**src/rtl/undo_stack_pkg.sv**
```systemverilog
// Shared constants for the undo stack: default widths, depth and signal codes.
package undo_stack_pkg;

  localparam int unsigned UNDO_DW    = 16;
  localparam int unsigned UNDO_AW    = 8;
  localparam int unsigned UNDO_DEPTH = 1 << UNDO_AW;

  // Signal codes raised toward the core; SIGCHK reports a sticky undo underflow.
  localparam int unsigned SIG_W   = 5;
  localparam logic [SIG_W-1:0] SIGNONE = 5'd0;
  localparam logic [SIG_W-1:0] SIGILL  = 5'd4;
  localparam logic [SIG_W-1:0] SIGTRAP = 5'd5;
  localparam logic [SIG_W-1:0] SIGCHK  = 5'd7;

  // Signal code the core should take for a given underflow flag.
  function automatic logic [SIG_W-1:0] uflow_sig(input logic uflow);
    return uflow ? SIGCHK : SIGNONE;
  endfunction

endpackage

```
**src/rtl/undo_stack_if.sv**
```systemverilog
// Command/result bundle between the reverse-execution core and the undo stack.
interface undo_stack_if
  import undo_stack_pkg::*;
#(
  parameter int unsigned DW = UNDO_DW,
  parameter int unsigned AW = UNDO_AW
);
  logic          push;
  logic [DW-1:0] push_data;
  logic          pop;
  logic          peek;
  logic [AW-1:0] peek_off;
  logic          clr_err;
  logic [DW-1:0] rd_data;
  logic          rd_valid;
  logic [AW-1:0] usp;
  logic [AW:0]   count;
  logic          empty;
  logic          uflow_err;

  modport master (
    output push, push_data, pop, peek, peek_off, clr_err,
    input  rd_data, rd_valid, usp, count, empty, uflow_err
  );

  modport slave (
    input  push, push_data, pop, peek, peek_off, clr_err,
    output rd_data, rd_valid, usp, count, empty, uflow_err
  );
endinterface

```
**src/rtl/undo_stack_ram.sv**
```systemverilog
// undo_ram: 2^AW x DW storage, one sync write port, one sync read port.
// The read returns pre-write contents when both ports hit one address.
module undo_ram #(
  parameter int unsigned DW = 16,
  parameter int unsigned AW = 8
) (
  input  logic          clk,
  input  logic          rst_i,
  input  logic          we_i,
  input  logic [AW-1:0] waddr_i,
  input  logic [DW-1:0] wdata_i,
  input  logic          re_i,
  input  logic [AW-1:0] raddr_i,
  input  logic          rzero_i,
  output logic [DW-1:0] rdata_o
);
  localparam int unsigned DEPTH = 1 << AW;

  logic [DW-1:0] mem_q [DEPTH];
  logic [DW-1:0] rdata_q;

  // Storage write; contents survive reset.
  always_ff @(posedge clk) begin
    if (we_i) mem_q[waddr_i] <= wdata_i;
  end

  // Registered read; underflow reads return zero, otherwise hold last value.
  always_ff @(posedge clk) begin
    if (rst_i)      rdata_q <= '0;
    else if (re_i)  rdata_q <= rzero_i ? '0 : mem_q[raddr_i];
  end

  assign rdata_o = rdata_q;
endmodule

```
**src/rtl/undo_stack.sv**
```systemverilog
// Undo stack for reverse execution: push/pop/peek over a circular 2^AW buffer.
// Optional feature macro: UNDO_UNDERFLOW_TRAP_EN (sticky underflow flag).
module undo_stack
  import undo_stack_pkg::*;
#(
  parameter int unsigned DW = UNDO_DW,
  parameter int unsigned AW = UNDO_AW
) (
  input  logic           clk,
  input  logic           reset,
  undo_stack_if.slave    bus
);
  localparam int unsigned DEPTH = 1 << AW;
  localparam int unsigned CW    = AW + 1;
  localparam logic [CW-1:0] FULL = CW'(DEPTH);

  logic [AW-1:0] usp_q, usp_d;
  logic [CW-1:0] count_q, count_d;
  logic          empty_q, empty_d;
  logic          rd_valid_q, rd_valid_d;
  logic          have_c, uflow_ev_c, replace_c, grow_c, shrink_c;
  logic          we_c, re_c;
  logic [AW-1:0] top_c, waddr_c, raddr_c;

  // Pointer/count next state and RAM port steering.
  always_comb begin
    have_c     = (count_q != '0);
    top_c      = usp_q - AW'(1);
    uflow_ev_c = bus.pop && !have_c;
    replace_c  = bus.push && bus.pop && have_c;
    grow_c     = bus.push && !replace_c;
    shrink_c   = bus.pop && !bus.push && have_c;
    we_c       = bus.push && !reset;
    waddr_c    = replace_c ? top_c : usp_q;
    re_c       = bus.pop || bus.peek;
    raddr_c    = bus.pop ? top_c : AW'(usp_q - bus.peek_off - AW'(1));
    usp_d      = usp_q;
    count_d    = count_q;
    if (grow_c) begin
      usp_d   = usp_q + AW'(1);
      count_d = (count_q == FULL) ? FULL : count_q + CW'(1);
    end else if (shrink_c) begin
      usp_d   = top_c;
      count_d = count_q - CW'(1);
    end
    empty_d    = (count_d == '0);
    rd_valid_d = re_c;
  end

  // Control state registers.
  always_ff @(posedge clk) begin
    if (reset) begin
      usp_q      <= '0;
      count_q    <= '0;
      empty_q    <= 1'b1;
      rd_valid_q <= 1'b0;
    end else begin
      usp_q      <= usp_d;
      count_q    <= count_d;
      empty_q    <= empty_d;
      rd_valid_q <= rd_valid_d;
    end
  end

  undo_ram #(.DW(DW), .AW(AW)) u_ram (
    .clk     (clk),
    .rst_i   (reset),
    .we_i    (we_c),
    .waddr_i (waddr_c),
    .wdata_i (bus.push_data),
    .re_i    (re_c),
    .raddr_i (raddr_c),
    .rzero_i (uflow_ev_c),
    .rdata_o (bus.rd_data)
  );

`ifdef UNDO_UNDERFLOW_TRAP_EN
  logic uflow_q, uflow_d;

  // Sticky underflow: a new event beats a simultaneous clear.
  always_comb begin
    uflow_d = uflow_q;
    if (uflow_ev_c)       uflow_d = 1'b1;
    else if (bus.clr_err) uflow_d = 1'b0;
  end

  // Underflow flag register.
  always_ff @(posedge clk) begin
    if (reset) uflow_q <= 1'b0;
    else       uflow_q <= uflow_d;
  end

  assign bus.uflow_err = uflow_q;
`else
  logic unused_uflow_c;
  assign unused_uflow_c = bus.clr_err ^ uflow_ev_c;
  assign bus.uflow_err  = 1'b0;
`endif

  assign bus.usp      = usp_q;
  assign bus.count    = count_q;
  assign bus.empty    = empty_q;
  assign bus.rd_valid = rd_valid_q;
endmodule

```
**src/flat_wrapper.sv**
```systemverilog
// flat-port wrapper written by rule: the top's interface ports become plain ports
module undo_stack_flat import undo_stack_pkg::*;
#(
  parameter int unsigned DW = UNDO_DW,
  parameter int unsigned AW = UNDO_AW
)
  (clk, reset, bus_push, bus_push_data, bus_pop, bus_peek, bus_peek_off, bus_clr_err, bus_rd_data, bus_rd_valid, bus_usp, bus_count, bus_empty, bus_uflow_err);
  undo_stack_if #(.DW(DW), .AW(AW)) bus_i ();
  input  logic clk;
  input  logic reset;
  input wire logic [$bits(bus_i.push)-1:0] bus_push;
  input wire logic [$bits(bus_i.push_data)-1:0] bus_push_data;
  input wire logic [$bits(bus_i.pop)-1:0] bus_pop;
  input wire logic [$bits(bus_i.peek)-1:0] bus_peek;
  input wire logic [$bits(bus_i.peek_off)-1:0] bus_peek_off;
  input wire logic [$bits(bus_i.clr_err)-1:0] bus_clr_err;
  output wire logic [$bits(bus_i.rd_data)-1:0] bus_rd_data;
  output wire logic [$bits(bus_i.rd_valid)-1:0] bus_rd_valid;
  output wire logic [$bits(bus_i.usp)-1:0] bus_usp;
  output wire logic [$bits(bus_i.count)-1:0] bus_count;
  output wire logic [$bits(bus_i.empty)-1:0] bus_empty;
  output wire logic [$bits(bus_i.uflow_err)-1:0] bus_uflow_err;
  assign bus_i.push = bus_push;
  assign bus_i.push_data = bus_push_data;
  assign bus_i.pop = bus_pop;
  assign bus_i.peek = bus_peek;
  assign bus_i.peek_off = bus_peek_off;
  assign bus_i.clr_err = bus_clr_err;
  assign bus_rd_data = bus_i.rd_data;
  assign bus_rd_valid = bus_i.rd_valid;
  assign bus_usp = bus_i.usp;
  assign bus_count = bus_i.count;
  assign bus_empty = bus_i.empty;
  assign bus_uflow_err = bus_i.uflow_err;
  undo_stack #(.DW(DW), .AW(AW)) u_core (.clk(clk), .reset(reset), .bus(bus_i));
endmodule
```
**config.mk**
```make
export PLATFORM = sky130hd
export DESIGN_NAME = undo_stack_flat
export DESIGN_NICKNAME = d
export VERILOG_FILES = /design/src/rtl/undo_stack_pkg.sv /design/src/rtl/undo_stack_if.sv /design/src/rtl/undo_stack_ram.sv /design/src/rtl/undo_stack.sv /design/src/flat_wrapper.sv
export SDC_FILE = /design/constraint.sdc
export NUM_CORES = 2
export LEC_CHECK = 0
export BUFFER_PORTS_ARGS = -buffer_cell sky130_fd_sc_hd__buf_2
export CORE_MARGIN = 2
export CORE_UTILIZATION = 55
export CTS_BUF_LIST = sky130_fd_sc_hd__clkbuf_4 sky130_fd_sc_hd__clkbuf_8
export DETAILED_ROUTE_END_ITERATION = 7
export PLACE_DENSITY = 0.68
export SETUP_SLACK_MARGIN = 0.2
export SLEW_MARGIN = 40
export SYNTH_ARGS = -nofsm -noshare
export SYNTH_HDL_FRONTEND = slang
export SYNTH_HIERARCHICAL = 1
export SYNTH_SLANG_ARGS = --single-unit
```
**constraint.sdc**
```tcl
create_clock -name clk -period 8.55 [get_ports clk]
set_clock_uncertainty 0.2 [all_clocks]
set_input_delay 0.4275 -clock clk [delete_from_list [all_inputs] [get_ports clk]]
set_output_delay 0.4275 -clock clk [all_outputs]
set_load 0.01 [all_outputs]
```
==> impl_metrics.yaml <==
final_layout:
  finalNonFillerCells: 12508
  final_util: 0.6228
  post_route_cells_drive_above_1_share: 0.2988
  synthToLayoutAreaGrowth_pct: 12.41
  area_used_by_multi_input_combinational_logic_um2: 34380
  n_fill_cell: 19661
  mostFrequentLayoutCells: "edfxtp_1 (4,096), mux4_2 (930), clkbuf_8 (657), buf_4 (325), nor2_1 (271)"
  layout.nets: 8154
  seq_area_um2: 123700
  final_common_cell: "edfxtp_1"
worst_setup_path:
  path_depth: 16
  crit_required_ns: 9.41
  critical_path.n_buffers_inverters: 2
  r2r-start: "u_core/bus.usp[1]"
  crit-reg2reg-capture: "u_core/u_ram/rdata_o[1]"
  cp_max_stage_delay_ns: 0.67
  critPathArrivalTime_ns: 7.02
  worstSetupStartpoint: "u_core/bus.usp[1]"
  regToRegSetupSlack_ns: 2.39
  worstSetupPathType: "reg2reg"
  path_cells: "ha_1 -> a21o_1 -> a21oi_1 -> o21bai_1 -> a21oi_1 -> xor2_1 -> mux2i_4 -> buf_4 -> nand2b_2 -> buf_4 -> nor2_1 -> a32oi_1 -> nand4_1 -> a2bb2oi_1 -> nand3_1 -> a32o_1"
  cp-end-kind: "register"
  critPathTopFamily: "compound AO/OA/AOI/OAI gates"
  critical-path-slowest-cell: "buf_4"
  timing.critical_path.from_type: "register"
  worst_r2r_path_cells: 16
  crit_path_max_fanout: 31
sta:
  timing_max_transition_violations_final: 0
  setup-tns-final_ns: 0
  worst_hold_slack_ns: 0.03569
  fin_crit_ns: 6.165
  finalHoldViolCount: 0
  tightest_slew_ns: 0.9966
  final_cycle_share: 0.7210
  setup_repair_after_global_routing_missed_its_margin: "false"
  post-route-worst-setup-slack_ns: 2.385
  setup-violations-final: 0
  relSlewSlack: 0.3353
  achievable_frequency_ghz: 0.1622
drt:
  route.antenna.remaining_nets: 0
  detail_route.first_pass.iterations: 6
  drt-initial-drc-count: 12345
  routed_wirelength_um: 439000
  detail_route.drc_violations: 0
  drt-vias-per-instance: 6.626
  vias: 82877
  wl_per_cell_um: 35.10
floorplan:
  start_util: 0.5540
  coreArea_um2: 288600
  io_pins: 66
  die_width_um: 543.2
  chipHeight_um: 543.2
  placementRows: 197
  floorplan.die_area_um2: 295100
min_path:
  min_delay_worst_endpoint: "u_core/u_ram/mem_q[245][15]"
  hold_path.startpoint: "bus_push_data[15]"
  hold_path_depth: 2
  timing.hold.worst.class: "in2reg"
placed_design:
  placed_cells_incl_taps: 11312
  place_worst_setup_slack_ns: 2.589
  gp_congestion: 0.9110
  post-dp-hpwl_um: 265500
  port_buffers: 63
clock_tree:
  cts-root-buf: "clkbuf_8"
  tritoncts.num_buffers: 643
  tritoncts: "yes"
  htree_levels: 6
  clock_sinks: 4131
  worst_setup_hold_path_clk_slew_ns: 0.06
  insertion_delay_ns: 1.17
  clk_path_buf_depth: 4
  cts-resized-gates: 0
yosys:
  netlist.area_leader.share: 0.7691
  sequential_area_share_after_synthesis: 0.7735
  ys_seq_elements: 4131
  synth.avg_cell_area_um2: 21.49
  leading_area_contributor_after_synthesis: "edfxtp_1"
  top_reg_cell_synth: "edfxtp_1"
  netlist-cell-type-count: 92
  post_synth_main_area_contributors: "edfxtp_1 (77%), mux4_2 (13%), mux2i_1 (1.5%)"
  post_synth_inst_count: 7440
  synth_area_um2: 159900
  synth_fp_nets: 7482
  number_of_synthesized_flops_with_an_enable_pin: 4096
  ys_async_sr_fraction: 0
  yosysWarningCount: 6
pwr:
  power_switching_share: 0.3517
  clock_power_share: 0.282
  power_leakage_uw: 0.05686
  switching_power_uw: 20120
  peakVddDrop_mv: 0.2624
  power_frac_comb: 0.324
  p_int_uw: 37080
  cellPowerDensity_nw_per_um2: 318.2
  pwr-share-seq: 0.395
grt:
  antenna_found_initial: 23
  first_global_vias: 81975
  grt_start_max_net_pins: 181
  wire_length_of_the_first_global_routing_pass_um: 614100
  gr-total-overflow: 0
  gr-usage-all-layers: 0.2975
flow_run:
  timing.max_cap.violations: 0
run_status:
  run_status: "completed"
[layout make-up]
class	instances	share of cell area
Sequential cell	4131	0.6881
Multi-Input combinational cell	2833	0.1912
Clock buffer	870	0.05888
Tap cell	3880	0.02701
Timing Repair Buffer	476	0.02386
Clock inverter	278	0.01016
Inverter	27	0.0005638
Antenna cell	13	0.0001810
[stage by stage]
step	total power, uW	instance area, um2
after floorplan	33380	159900
after global placement	40770	166000
after detailed placement	41100	166700
after CTS	57040	179400
after global routing	58570	179700
final	57200	179800
[synth_stat cells (26+ instances only)]
master and n:
a211oi_1 36, nor2_1 374, o221ai_1 47, a31oi_1 26, nor3_1 72, nor2b_1 49, o22ai_1 127, nand3_1 87
buf_6 65, mux4_2 930, buf_4 68, buf_2 120, mux2_2 30, mux2i_1 243, a22oi_1 161, edfxtp_1 4096
dfxtp_1 35, nand2_1 118, clkbuf_1 161, nand4_1 27, a21oi_1 99, o21ai_0 67
[power by group through the flow]
| stage | clock [uW] | combinational [uW] | sequential, uW |
|---|---|---|---|
| global route | 17100 | 18800 | 22600 |
| floorplan | 0 | 10400 | 22900 |
| global placement | 0 | 17800 | 23000 |
| detailed placement | 0 | 18100 | 23000 |
| CTS | 16300 | 18200 | 22600 |
| finish | 16100 | 18500 | 22600 |
[how the worst max path moves through the flow]
stage	endpoint	slack (ns)
floorplan	u_core/u_ram/mem_q[235][0]	4.18
global placement	u_core/u_ram/rdata_o[9]	2.29
detailed placement	u_core/u_ram/rdata_o[1]	2.59
CTS	u_core/u_ram/rdata_o[1]	2.66
global route	u_core/u_ram/rdata_o[1]	2.41
finish	u_core/u_ram/rdata_o[1]	2.39
[what timing repair did]
action | CTS | global route
endpoints found under the hold margin | 1596 | 0
buffers inserted | 0 | 0
hold buffers | 24 | 0
[cells by family (layout without fill, tap and decap cells)]
logic type | Yosys count | count (layout) | share of synthesized area
compound gates | 730 | 730 | 0.03249
other cells | 1 | 14 | 0.00002345
mux | 1204 | 1204 | 0.1485
xor+xnor | 24 | 24 | 0.001314
simple gates | 862 | 862 | 0.02527
buf+inv | 476 | 1651 | 0.01794
fa+ha+maj | 12 | 12 | 0.0009858
flops | 4131 | 4131 | 0.7735
[routing by layer]
layer  GRT usage  share of wire  vias up  wire [um]
met5           0        0.00068        -        299
met4      0.1407          0.052       20      22970
met3     0.06950           0.12      926      51530
met2      0.4596           0.47     5430     206900
met1      0.4055           0.36    43615     157300
li1            -              -    32886          -
[flip-flops by register name, summed over array words and instances, names as in the netlist]
| register | cells |
|---|---|
| u_core/bus.usp | 8 |
| u_core/bus.empty | 1 |
| u_core/bus.rd_valid | 1 |
| u_core/bus.count | 9 |
| u_core/u_ram/mem_q | 4096 |
| u_core/u_ram/rdata_o | 16 |
Note: power is estimated with default switching activity, not from simulation.
